File: src/rtl/octave_downsampler.sv
`default_nettype none
// ============================================================================
//  Module      : octave_downsampler
//  Description : Takes the blurred pixel stream from the upstream Gaussian
//                stage, skips the filter latency, and writes every pixel whose
//                column and row are both even into a half-resolution frame
//                buffer. One frame is captured per start pulse.
//  Revision    : 1.0  initial release
// ============================================================================
module octave_downsampler #(
    parameter int WIDTH  = 400,
    parameter int HEIGHT = 300,
    parameter int ADDR_W = 15
) (
    input  logic              clk,
    input  logic              rst,
    input  logic              start,
    input  logic [7:0]        pix_in,
    input  logic              pix_en,
    output logic              wr_en,
    output logic [ADDR_W-1:0] wr_addr,
    output logic [7:0]        wr_data,
    output logic              busy,
    output logic              done
);

    // Filter latency in accepted samples before the first valid centre pixel.
    localparam int LAT     = 2 * WIDTH + 2;
    localparam int PRIME_W = (LAT > 1)    ? $clog2(LAT)    : 1;
    localparam int CX_W    = (WIDTH > 1)  ? $clog2(WIDTH)  : 1;
    localparam int CY_W    = (HEIGHT > 1) ? $clog2(HEIGHT) : 1;

    localparam logic [PRIME_W-1:0] PRIME_LAST = PRIME_W'(LAT - 1);
    localparam logic [CX_W-1:0]    CX_LAST    = CX_W'(WIDTH - 1);
    localparam logic [CY_W-1:0]    CY_LAST    = CY_W'(HEIGHT - 1);

    localparam logic [1:0] S_IDLE   = 2'd0;
    localparam logic [1:0] S_PRIME  = 2'd1;
    localparam logic [1:0] S_ACTIVE = 2'd2;
    localparam logic [1:0] S_DONE   = 2'd3;

    logic [1:0]         state_q,   state_d;
    logic [PRIME_W-1:0] prime_q,   prime_d;
    logic [CX_W-1:0]    cx_q,      cx_d;
    logic [CY_W-1:0]    cy_q,      cy_d;
    logic [ADDR_W-1:0]  out_q,     out_d;
    logic               wr_en_q,   wr_en_d;
    logic [ADDR_W-1:0]  wr_addr_q, wr_addr_d;
    logic [7:0]         wr_data_q, wr_data_d;

    logic prime_last;
    logic cx_last;
    logic cy_last;
    logic keep;

    assign prime_last = (prime_q == PRIME_LAST);
    assign cx_last    = (cx_q == CX_LAST);
    assign cy_last    = (cy_q == CY_LAST);
    // Top-left pixel of every 2x2 block survives decimation.
    assign keep       = ~cx_q[0] & ~cy_q[0];

    // State register.
    always_ff @(posedge clk) begin
        if (rst) begin
            state_q <= S_IDLE;
        end else begin
            state_q <= state_d;
        end
    end

    // Next-state logic; start is only honoured from IDLE.
    always_comb begin
        state_d = state_q;
        case (state_q)
            S_IDLE: begin
                if (start) begin
                    state_d = S_PRIME;
                end
            end
            S_PRIME: begin
                if (pix_en && prime_last) begin
                    state_d = S_ACTIVE;
                end
            end
            S_ACTIVE: begin
                if (pix_en && cx_last && cy_last) begin
                    state_d = S_DONE;
                end
            end
            S_DONE: begin
                state_d = S_IDLE;
            end
            default: begin
                state_d = S_IDLE;
            end
        endcase
    end

    // Status outputs decoded from the current state.
    always_comb begin
        busy = (state_q == S_PRIME) || (state_q == S_ACTIVE);
        done = (state_q == S_DONE);
    end

    // Counter and write-port next values; the sample arriving with start is not counted.
    always_comb begin
        prime_d   = prime_q;
        cx_d      = cx_q;
        cy_d      = cy_q;
        out_d     = out_q;
        wr_en_d   = 1'b0;
        wr_addr_d = wr_addr_q;
        wr_data_d = wr_data_q;
        case (state_q)
            S_IDLE: begin
                if (start) begin
                    prime_d = '0;
                    cx_d    = '0;
                    cy_d    = '0;
                    out_d   = '0;
                end
            end
            S_PRIME: begin
                if (pix_en && !prime_last) begin
                    prime_d = prime_q + PRIME_W'(1);
                end
            end
            S_ACTIVE: begin
                if (pix_en) begin
                    if (keep) begin
                        wr_en_d   = 1'b1;
                        wr_addr_d = out_q;
                        wr_data_d = pix_in;
                        out_d     = out_q + ADDR_W'(1);
                    end
                    if (cx_last) begin
                        cx_d = '0;
                        cy_d = cy_last ? '0 : cy_q + CY_W'(1);
                    end else begin
                        cx_d = cx_q + CX_W'(1);
                    end
                end
            end
            default: begin
            end
        endcase
    end

    // Counter and registered write-port storage.
    always_ff @(posedge clk) begin
        if (rst) begin
            prime_q   <= '0;
            cx_q      <= '0;
            cy_q      <= '0;
            out_q     <= '0;
            wr_en_q   <= 1'b0;
            wr_addr_q <= '0;
            wr_data_q <= '0;
        end else begin
            prime_q   <= prime_d;
            cx_q      <= cx_d;
            cy_q      <= cy_d;
            out_q     <= out_d;
            wr_en_q   <= wr_en_d;
            wr_addr_q <= wr_addr_d;
            wr_data_q <= wr_data_d;
        end
    end

    assign wr_en   = wr_en_q;
    assign wr_addr = wr_addr_q;
    assign wr_data = wr_data_q;

endmodule
`default_nettype wire

File: config.mk
export PLATFORM = sky130hd
export DESIGN_NAME = octave_downsampler
export DESIGN_NICKNAME = d
export VERILOG_FILES = /design/src/rtl/octave_downsampler.sv
export SDC_FILE = /design/constraint.sdc
export NUM_CORES = 1
export LEC_CHECK = 0
export ABC_AREA = 1
export CAP_MARGIN = 20
export CELL_PAD_IN_SITES_DETAIL_PLACEMENT = 1
export CELL_PAD_IN_SITES_GLOBAL_PLACEMENT = 1
export CORE_UTILIZATION = 44
export CTS_CLUSTER_DIAMETER = 120
export CTS_CLUSTER_SIZE = 14
export DETAILED_ROUTE_END_ITERATION = 16
export GPL_ROUTABILITY_DRIVEN = 0
export PLACE_DENSITY = 0.84
export REMOVE_ABC_BUFFERS = 1
export SETUP_SLACK_MARGIN = 0.15
export SLEW_MARGIN = 20
export SYNTH_ARGS = -nofsm -noshare
export SYNTH_HDL_FRONTEND = slang
export SYNTH_SLANG_ARGS = --single-unit
File: constraint.sdc
create_clock -name clk -period 4.3 [get_ports clk]
set_input_delay 0.86 -clock clk [delete_from_list [all_inputs] [get_ports clk]]
set_output_delay 0.86 -clock clk [all_outputs]
set_load 0.05 [all_outputs]
==> results.py, run 1 <==
metrics = {
    "finish": {
        "layout.cell_area.non_filler_um2": 4210,
        "antenna_cells": 0,
        "nets_final": 564,
        "layoutNonFillerInstCount": 650,
        "layout-drive-gt1-share": 0.0876,
        "areaGrowthSynthToFinish_pct": 19.5,
    },
    "detailed_routing": {
        "avg_wl_per_cell_um": 13.8,
        "route.antenna.remaining_nets": 0,
        "post-route-drc-count": 0,
        "detailedRoute.firstPassIterationCount": 4,
        "drtIter0Drc": 99,
        "via_count": 3383,
        "postRouteWirelength_um": 8970,
        "route.detailed.vias_per_inst": 5.20,
    },
    "clock_network": {
        "insertion_delay_ns": 0.36,
        "number_of_resized_instances_in_the_post_cts_repair_step": 0,
        "tritoncts.num_buffers": 9,
        "cts_sinks": 69,
        "ctsRootBufferMaster": "sky130_fd_sc_hd__clkbuf_8",
        "cts_tree": "built",
        "cts-htree-levels": 3,
        "number_of_buffers_on_the_longest_clock_path": 2,
        "clkSlewWorstSetupHoldPaths_ns": 0.09,
        "post_cts_setup_driven_buffer_insertion_count": 0,
        "holdBufCountCts": 0,
    },
    "die": {
        "design.core.area_um2": 7730,
        "boundaryPins": 38,
        "design.die.area_um2": 8360,
        "floorplan.die.height_um": 91.4,
        "die_width_um": 91.4,
        "std_cell_rows": 32,
        "start_util": 0.455,
    },
    "critical_path": {
        "startpoint_type": "flip-flop",
        "kind_of_end_point_of_the_critical_path": "output port",
        "cp_max_fo": 3,
        "timing.setup.critical_path_class": "reg2out",
        "critical_path_required_ns": 3.44,
        "worst_ep_arrival_ns": 1.97,
    },
    "timing": {
        "setup_viol": 0,
        "report.final.hold_viol_count": 0,
        "tightest_pin_transition_ns": 0.603,
        "worst_path_setup_slack_after_routing_ns": 1.47,
        "grt_setup_unrepaired": "false",
        "holdWs_ns": 0.447,
        "final_max_slew_viol_count": 0,
        "timing.fmax_ghz": 0.353,
        "final.min_clock_period_ns": 2.83,
        "headroom_to_the_max_slew_limit": 0.598,
        "skew_ns": 0.0116,
        "finalSetupTns_ns": 0,
        "layout_worst_path_cycle_share": 0.658,
    },
    "placement": {
        "preCtsSetupSlack_ns": 1.56,
        "dp.final_hpwl_um": 6470,
        "placed_cells_incl_taps": 634,
        "placement.io_buffers": 37,
        "placed_cell_area_um2": 3980,
    },
    "yosys": {
        "yosysWarnings": 0,
        "seq_area_frac_synth": 0.393,
        "synth_cells": 505,
        "ys_ff_latch": 69,
        "avgSynthCellArea_um2": 6.97,
        "post_synth_instance_area_um2": 3520,
        "yosysUniqueCellTypes": 34,
    },
    "global_routing": {
        "maximum_number_of_pins_on_one_net_before_global_route_repair": 48,
        "grt_first_pass_wirelength_um": 15300,
        "number_of_global_route_vias_before_repair": 3339,
        "grt_antenna_before_repair": 0,
        "grt_overflow": 0,
        "grt.total_usage": 0.230,
    },
    "job": {
        "max_cap_violations": 0,
    },
    "worst_hold_path": {
        "hold_class": "reg2reg",
    },
    "outcome": {
        "outcome": "completed",
    },
    "power_and_ir_drop": {
        "power_density_nw_per_um2": 571,
        "power_leakage_nw": 1.55,
        "vdd_ir_drop_max_mv": 0.289,
    },
}
kinds of logic after synthesis:
family                   after synthesis  share of synthesized area
buffers and inverters                 94                      0.107
adder cells (fa/ha/maj)                9                     0.0320
AND/OR/NAND/NOR                      225                      0.294
AO/OA/AOI/OAI                        103                      0.163
flip-flops                            69                      0.393
XOR/XNOR                               5                     0.0124
layout make-up:
class | count | area, um^2
inverters | 81 | 312
well taps | 102 | 128
multi-input cells | 342 | 1760
flip-flops and latches | 69 | 1380
repair buffers | 40 | 393
fillers | 1023 | 3520
clock buffers | 9 | 124
clock inverters | 7 | 106
worst max-delay path: stages, from the launching register on:
cell and delay [ns]:
sky130_fd_sc_hd__dfxtp_1 0.38, sky130_fd_sc_hd__inv_1 0.09, sky130_fd_sc_hd__ha_1 0.33, sky130_fd_sc_hd__clkdlybuf4s50_1 0.81
report_power, final:
part,internal [mW],switching (mW),total (mW)
registers,0.701,0.0410,0.742
clock network,0.336,0.284,0.620
logic,0.296,0.743,1.04
path summary, 6_finish.rpt:
path / startpoint / end / slack (ns) / cells after the start
worst max register to register: state_q[0] / cx_q[6] / 2.13 / 10
worst min register to register: wr_addr[10] / wr_addr[10] / 0.45 / 2
worst max-delay path: state_q[0] / busy / 1.47 / 3
worst min-delay path: wr_addr[10] / wr_addr[10] / 0.45 / 2
per-stage QoR:
stage,power [mW],utilization
2_1_floorplan,1.51,-
3_3_place_gp,1.77,0.514
3_5_place_dp,1.80,0.514
4_1_cts,2.42,0.544
5_1_grt,2.55,0.544
6_report,2.40,0.544
placed cells by master, fill, tap and decap left out, types with 2 or more instances in the layout:
cell type,count
sky130_fd_sc_hd__clkdlybuf4s50_1,37
sky130_fd_sc_hd__buf_4,3
sky130_fd_sc_hd__o21ai_2,2
sky130_fd_sc_hd__inv_6,3
sky130_fd_sc_hd__nor3b_1,2
sky130_fd_sc_hd__nand2_2,3
sky130_fd_sc_hd__inv_1,74
sky130_fd_sc_hd__clkbuf_8,9
sky130_fd_sc_hd__nand2_4,4
sky130_fd_sc_hd__nor2_1,49
sky130_fd_sc_hd__nor3_1,7
sky130_fd_sc_hd__o21ai_0,32
sky130_fd_sc_hd__inv_2,4
sky130_fd_sc_hd__dfxtp_1,69
sky130_fd_sc_hd__nor2_2,3
sky130_fd_sc_hd__nand3_1,36
sky130_fd_sc_hd__clkinv_4,2
sky130_fd_sc_hd__xor2_1,5
sky130_fd_sc_hd__ha_1,9
sky130_fd_sc_hd__bufinv_16,2
sky130_fd_sc_hd__nand2_1,102
sky130_fd_sc_hd__a21oi_1,58
sky130_fd_sc_hd__clkinv_2,2
sky130_fd_sc_hd__o21ai_4,2
sky130_fd_sc_hd__o21ai_1,4
sky130_fd_sc_hd__o21a_1,2
sky130_fd_sc_hd__nand4_1,12
sky130_fd_sc_hd__nor3_2,3
cell usage after synthesis (all sizes together):
cell type | n | share of area
a211oi | 1 | 0.0021
a21oi | 59 | 0.087
buf | 6 | 0.010
clkbuf | 7 | 0.0078
clkinv | 2 | 0.0028
dfxtp | 69 | 0.39
ha | 9 | 0.032
inv | 79 | 0.086
nand2 | 110 | 0.13
nand3 | 37 | 0.054
nand3b | 1 | 0.0021
nand4 | 12 | 0.021
nor2 | 53 | 0.061
nor3 | 10 | 0.018
nor3b | 2 | 0.0043
o211ai | 1 | 0.0036
o21a | 2 | 0.0043
o21ai | 40 | 0.065
xor2 | 5 | 0.012
layer usage:
layer  wire length [um]  vias up  GRT usage
met5                  0        -          0
met3                269       16     0.0486
met4                204        0      0.103
met1               4070     1606      0.279
li1                   -     1709          -
met2               4420       52      0.390
sequential cells by signal (all words and copies together), names as in the netlist:
register  cells
cx_q          9
cy_q          9
out_q        15
prime_q      10
state_q       2
wr_addr      15
wr_data       8
wr_en         1
(Power assumes the default switching activity.)
==> run 2: changes to the inputs <==
CORE_UTILIZATION = 41   (was 44)
PLACE_DENSITY = 0.79   (was 0.84)
clock period = 2.8 ns   (was 4.3 ns; I/O delays follow)
==> results.py, run 2 (synthesis results as in run 1) <==
metrics = {
    "critical_path": {
        "kind_of_end_point_of_the_critical_path": "output port",
        "reg2reg_to": "out_q[3]",
        "regToRegStartpoint": "state_q[0]",
        "worst_ep_arrival_ns": 1.92,
        "register_to_register_path_setup_slack_ns": 0.63,
        "endpoint": "busy",
        "timing.setup.critical_path_class": "reg2out",
        "cp_max_fo": 3,
        "worst_r2r_path_depth": 10,
        "critical_path_required_ns": 2.24,
        "startpoint_type": "flip-flop",
        "critical_path_origin": "state_q[0]",
    },
    "timing": {
        "final.min_clock_period_ns": 2.48,
        "finalSetupTns_ns": 0,
        "skew_ns": 0.0133,
        "setup_viol": 0,
        "headroom_to_the_max_slew_limit": 0.583,
        "holdWs_ns": 0.445,
        "final_max_slew_viol_count": 0,
        "layout_worst_path_cycle_share": 0.885,
        "tightest_pin_transition_ns": 0.625,
        "grt_setup_unrepaired": "false",
        "report.final.hold_viol_count": 0,
        "timing.fmax_ghz": 0.403,
    },
    "power_and_ir_drop": {
        "vdd_ir_drop_max_mv": 0.318,
        "power.net_switching_mw": 1.62,
        "netSwitchingFraction": 0.454,
        "power.internal_mw": 1.95,
        "combinationalPowerShare": 0.440,
        "power_density_nw_per_um2": 854,
        "seqPwrFrac": 0.318,
        "power_leakage_nw": 1.54,
        "share_clk_of_total_power": 0.242,
    },
    "clock_network": {
        "cts-htree-levels": 3,
        "number_of_resized_instances_in_the_post_cts_repair_step": 0,
        "holdBufCountCts": 0,
        "cts_sinks": 69,
        "post_cts_setup_driven_buffer_insertion_count": 0,
        "number_of_buffers_on_the_longest_clock_path": 2,
        "ctsRootBufferMaster": "sky130_fd_sc_hd__clkbuf_8",
        "tritoncts.num_buffers": 9,
        "cts_tree": "built",
        "clkSlewWorstSetupHoldPaths_ns": 0.08,
        "insertion_delay_ns": 0.37,
    },
    "global_routing": {
        "grt_overflow": 0,
        "grt.total_usage": 0.212,
        "grt_first_pass_wirelength_um": 14900,
        "maximum_number_of_pins_on_one_net_before_global_route_repair": 48,
        "number_of_global_route_vias_before_repair": 3252,
        "grt_antenna_before_repair": 0,
    },
    "detailed_routing": {
        "via_count": 3294,
        "route.detailed.vias_per_inst": 5.04,
        "post-route-drc-count": 0,
        "detailedRoute.firstPassIterationCount": 4,
        "postRouteWirelength_um": 8660,
        "avg_wl_per_cell_um": 13.2,
        "route.antenna.remaining_nets": 0,
        "drtIter0Drc": 71,
    },
    "finish": {
        "mostFrequentLayoutCell": "sky130_fd_sc_hd__nand2_1",
        "final.fill_count": 1105,
        "nets_final": 565,
        "layoutNonFillerInstCount": 654,
        "antenna_cells": 0,
        "areaGrowthSynthToFinish_pct": 19.1,
        "layout.cells.most_common_list": "sky130_fd_sc_hd__nand2_1 (102), sky130_fd_sc_hd__inv_1 (74), sky130_fd_sc_hd__dfxtp_1 (69)",
        "layout-drive-gt1-share": 0.0893,
    },
    "die": {
        "design.core.area_um2": 8260,
        "std_cell_rows": 33,
        "boundaryPins": 38,
        "die_width_um": 94.6,
        "floorplan.die.height_um": 94.6,
        "start_util": 0.426,
        "design.die.area_um2": 8960,
    },
    "placement": {
        "placement.io_buffers": 37,
        "dp.final_hpwl_um": 6400,
        "placed_cells_incl_taps": 638,
    },
    "outcome": {
        "outcome": "completed",
    },
    "job": {
        "max_cap_violations": 0,
    },
    "worst_hold_path": {
        "hold_class": "reg2reg",
    },
}
## run 2: cell types whose count changed in the layout (fill, tap and decap cells not counted)
cell,previous run,this run
sky130_fd_sc_hd__buf_4,3,4
sky130_fd_sc_hd__bufinv_16,2,1
sky130_fd_sc_hd__clkinvlp_4,0,1
sky130_fd_sc_hd__inv_6,3,4
sky130_fd_sc_hd__inv_8,1,0
## run 2: cell type report
cell class | instances | area [um^2] | share of cell area
multi-input combinational | 342 | 1760 | 0.420
sequential | 69 | 1380 | 0.330
tap | 105 | 131 | 0.0313
inverter | 81 | 312 | 0.0743
clock inverter | 7 | 81.3 | 0.0194
clock buffer | 9 | 124 | 0.0296
timing repair buffer | 41 | 400 | 0.0955
## run 2: routing by layer
metal,vias to the layer above,GRT usage,routed length [um]
li1,1700,-,-
met4,0,0.0795,131
met5,-,0,0
met3,9,0.0451,256
met1,1545,0.262,4170
met2,40,0.359,4110
## run 2: worst min path at each step
stage                            from     endpoint  depth (start not counted)
after CTS                 wr_addr[11]  wr_addr[11]                          2
after detailed placement   wr_data[6]   wr_data[6]                          2
after global routing       wr_data[6]   wr_data[6]                          2
after global placement     wr_data[7]   wr_data[7]                          2
final                      wr_addr[9]   wr_addr[9]                          2
after floorplan            prime_q[3]   prime_q[3]                          2
## run 2: per-stage QoR
| step | utilization | total power [mW] | worst slack (ns) | cell area, um^2 |
|---|---|---|---|---|
| floorplan | - | 2.33 | 0.557 | 3450 |
| finish | 0.508 | 3.58 | 0.321 | 4190 |
| global route | 0.508 | 3.82 | 0.230 | 4190 |
| global placement | 0.483 | 2.70 | 0.646 | 3990 |
| detailed placement | 0.483 | 2.74 | 0.597 | 3990 |
| CTS | 0.508 | 3.61 | 0.298 | 4190 |
## run 2: power groups by stage
stage	sequential, mW	clock (mW)	combinational [mW]
final	1.14	0.867	1.57
after global routing	1.15	0.931	1.73
after CTS	1.14	0.881	1.59
after detailed placement	1.16	0	1.58
after global placement	1.16	0	1.54
after floorplan	1.37	0	0.959
## run 2: worst max-delay path, stage by stage, from the launching register on
cell                              delay [ns]
sky130_fd_sc_hd__dfxtp_1                0.37
sky130_fd_sc_hd__inv_1                  0.09
sky130_fd_sc_hd__ha_1                   0.30
sky130_fd_sc_hd__clkdlybuf4s50_1        0.80
==> run 3: changes to the inputs <==
CORE_UTILIZATION = 42   (was 41)
CTS_BUF_LIST = sky130_fd_sc_hd__clkbuf_8   (was not set)
PLACE_DENSITY = 0.81   (was 0.79)
==> results.py, run 3 (synthesis results as in run 1) <==
metrics = {
    "critical_path": {
        "regToRegStartpoint": "state_q[0]",
        "critical-path-top-delay-family": "buffers and inverters",
        "cp_slowest_cell": "sky130_fd_sc_hd__clkdlybuf4s50_1",
        "kind_of_end_point_of_the_critical_path": "output port",
        "endpoint": "busy",
        "cp_max_fo": 3,
        "critical_path_required_ns": 2.24,
        "timing.critical_path.cells": "inv_1 > ha_1 > clkdlybuf4s50_1",
        "register_to_register_path_setup_slack_ns": 0.64,
        "worst_r2r_path_depth": 10,
        "timing.setup.critical_path_class": "reg2out",
        "reg2reg_to": "cx_q[6]",
        "crit_path_max_incr_delay_ns": 0.80,
        "critical_path_buf_inv_count": 2,
        "worst_ep_arrival_ns": 1.90,
        "cp_num_cells": 3,
        "startpoint_type": "flip-flop",
        "critical_path_origin": "state_q[0]",
    },
    "die": {
        "design.core.area_um2": 8180,
        "design.die.area_um2": 8750,
        "start_util": 0.430,
        "std_cell_rows": 33,
        "floorplan.die.height_um": 93.5,
        "boundaryPins": 38,
        "die_width_um": 93.5,
    },
    "clock_network": {
        "clkSlewWorstSetupHoldPaths_ns": 0.08,
        "tritoncts.num_buffers": 9,
        "number_of_resized_instances_in_the_post_cts_repair_step": 0,
        "cts_sinks": 69,
        "number_of_buffers_on_the_longest_clock_path": 2,
        "ctsRootBufferMaster": "sky130_fd_sc_hd__clkbuf_8",
        "holdBufCountCts": 0,
        "insertion_delay_ns": 0.35,
        "cts-htree-levels": 3,
        "post_cts_setup_driven_buffer_insertion_count": 0,
        "cts_tree": "built",
    },
    "detailed_routing": {
        "detailedRoute.firstPassIterationCount": 10,
        "post-route-drc-count": 2,
        "postRouteWirelength_um": 8840,
        "drtIter0Drc": 70,
        "route.detailed.vias_per_inst": 5.02,
        "avg_wl_per_cell_um": 13.5,
        "via_count": 3281,
        "route.antenna.remaining_nets": 0,
    },
    "timing": {
        "final.min_clock_period_ns": 2.46,
        "tightest_pin_transition_ns": 0.617,
        "report.final.hold_viol_count": 0,
        "grt_setup_unrepaired": "false",
        "timing.fmax_ghz": 0.407,
        "layout_worst_path_cycle_share": 0.878,
        "headroom_to_the_max_slew_limit": 0.589,
        "skew_ns": 0.00883,
        "final_max_slew_viol_count": 0,
        "holdWs_ns": 0.444,
        "finalSetupTns_ns": 0,
        "setup_viol": 0,
    },
    "finish": {
        "final.fill_count": 1071,
        "multiInputGateArea_um2": 1760,
        "areaGrowthSynthToFinish_pct": 18.2,
        "layout.cells.most_common_list": "sky130_fd_sc_hd__nand2_1 (102), sky130_fd_sc_hd__inv_1 (74), sky130_fd_sc_hd__dfxtp_1 (69)",
        "nets_final": 565,
        "mostFrequentLayoutCell": "sky130_fd_sc_hd__nand2_1",
        "seqCellArea_um2": 1380,
        "antenna_cells": 0,
        "layoutNonFillerInstCount": 654,
        "layout-drive-gt1-share": 0.0893,
    },
    "placement": {
        "placed_cells_incl_taps": 638,
        "placement.io_buffers": 37,
        "dp.final_hpwl_um": 6380,
    },
    "outcome": {
        "outcome": "complete, but fails checks",
        "failing_checks": "DRC",
    },
    "power_and_ir_drop": {
        "power.net_switching_mw": 1.60,
        "combinationalPowerShare": 0.458,
        "vdd_ir_drop_max_mv": 0.486,
        "power.internal_mw": 1.85,
        "power_density_nw_per_um2": 831,
        "power_leakage_nw": 1.52,
        "share_clk_of_total_power": 0.212,
        "netSwitchingFraction": 0.464,
        "seqPwrFrac": 0.329,
    },
    "global_routing": {
        "grt_antenna_before_repair": 0,
        "grt.total_usage": 0.215,
        "maximum_number_of_pins_on_one_net_before_global_route_repair": 48,
        "grt_overflow": 0,
        "grt_first_pass_wirelength_um": 15100,
        "number_of_global_route_vias_before_repair": 3301,
    },
    "job": {
        "max_cap_violations": 0,
    },
    "worst_hold_path": {
        "hold_class": "reg2reg",
    },
}
## run 3: cell count changes in the layout (fill, tap and decap cells not counted), sizes merged
cell and change:
clkinvlp +2, clkinv +1, inv -2, bufinv -1
## run 3: worst min path at each step
stage           startpoint          end  slack [ns]  depth (start not counted)
2_1_floorplan   prime_q[3]   prime_q[3]        0.45                          2
3_3_place_gp   wr_addr[14]  wr_addr[14]        0.43                          2
3_5_place_dp    wr_addr[5]   wr_addr[5]        0.44                          2
4_1_cts         wr_addr[4]   wr_addr[4]        0.45                          2
5_1_grt         wr_data[0]   wr_data[0]        0.46                          2
6_report       wr_addr[14]  wr_addr[14]        0.44                          2
## run 3: stage by stage
| step | setup slack (ns) | area, um^2 | utilization | power (mW) |
|---|---|---|---|---|
| 6_report | 0.342 | 4160 | 0.509 | 3.46 |
| 5_1_grt | 0.260 | 4160 | 0.509 | 3.68 |
| 4_1_cts | 0.306 | 4160 | 0.509 | 3.50 |
| 3_5_place_dp | 0.579 | 3990 | 0.488 | 2.76 |
| 3_3_place_gp | 0.641 | 3990 | 0.488 | 2.72 |
| 2_1_floorplan | 0.557 | 3450 | - | 2.33 |
## run 3: layout make-up
cell class              instances  area share
clock inverters                 7      0.0120
clock buffers                   9      0.0298
repair buffers                 41      0.0962
multi-input cells             342       0.423
well taps                     105      0.0316
flip-flops and latches         69       0.332
inverters                      81      0.0749
## run 3: worst reg2reg max path, delay by kind of cell (launching register included)
| kind | cells | cell delay (ns) |
|---|---|---|
| adders and majority gates | 1 | 0.56 |
| and+or+nand+nor | 4 | 0.50 |
| AOI/OAI and AO/OA | 1 | 0.24 |
| buffers and inverters | 4 | 0.45 |
| DFF | 1 | 0.33 |
## run 3: routing by layer
layer / GRT usage / part of all wire
met5: 0 / 0
met4: 0.0808 / 0.016
met3: 0.0341 / 0.028
met2: 0.362 / 0.46
met1: 0.277 / 0.49
## run 3: power by group through the flow
stage	Sequential (mW)	Clock, mW	Combinational, mW
3_5_place_dp	1.16	0	1.59
3_3_place_gp	1.16	0	1.56
4_1_cts	1.14	0.762	1.60
6_report	1.14	0.735	1.58
5_1_grt	1.15	0.794	1.74
2_1_floorplan	1.37	0	0.959
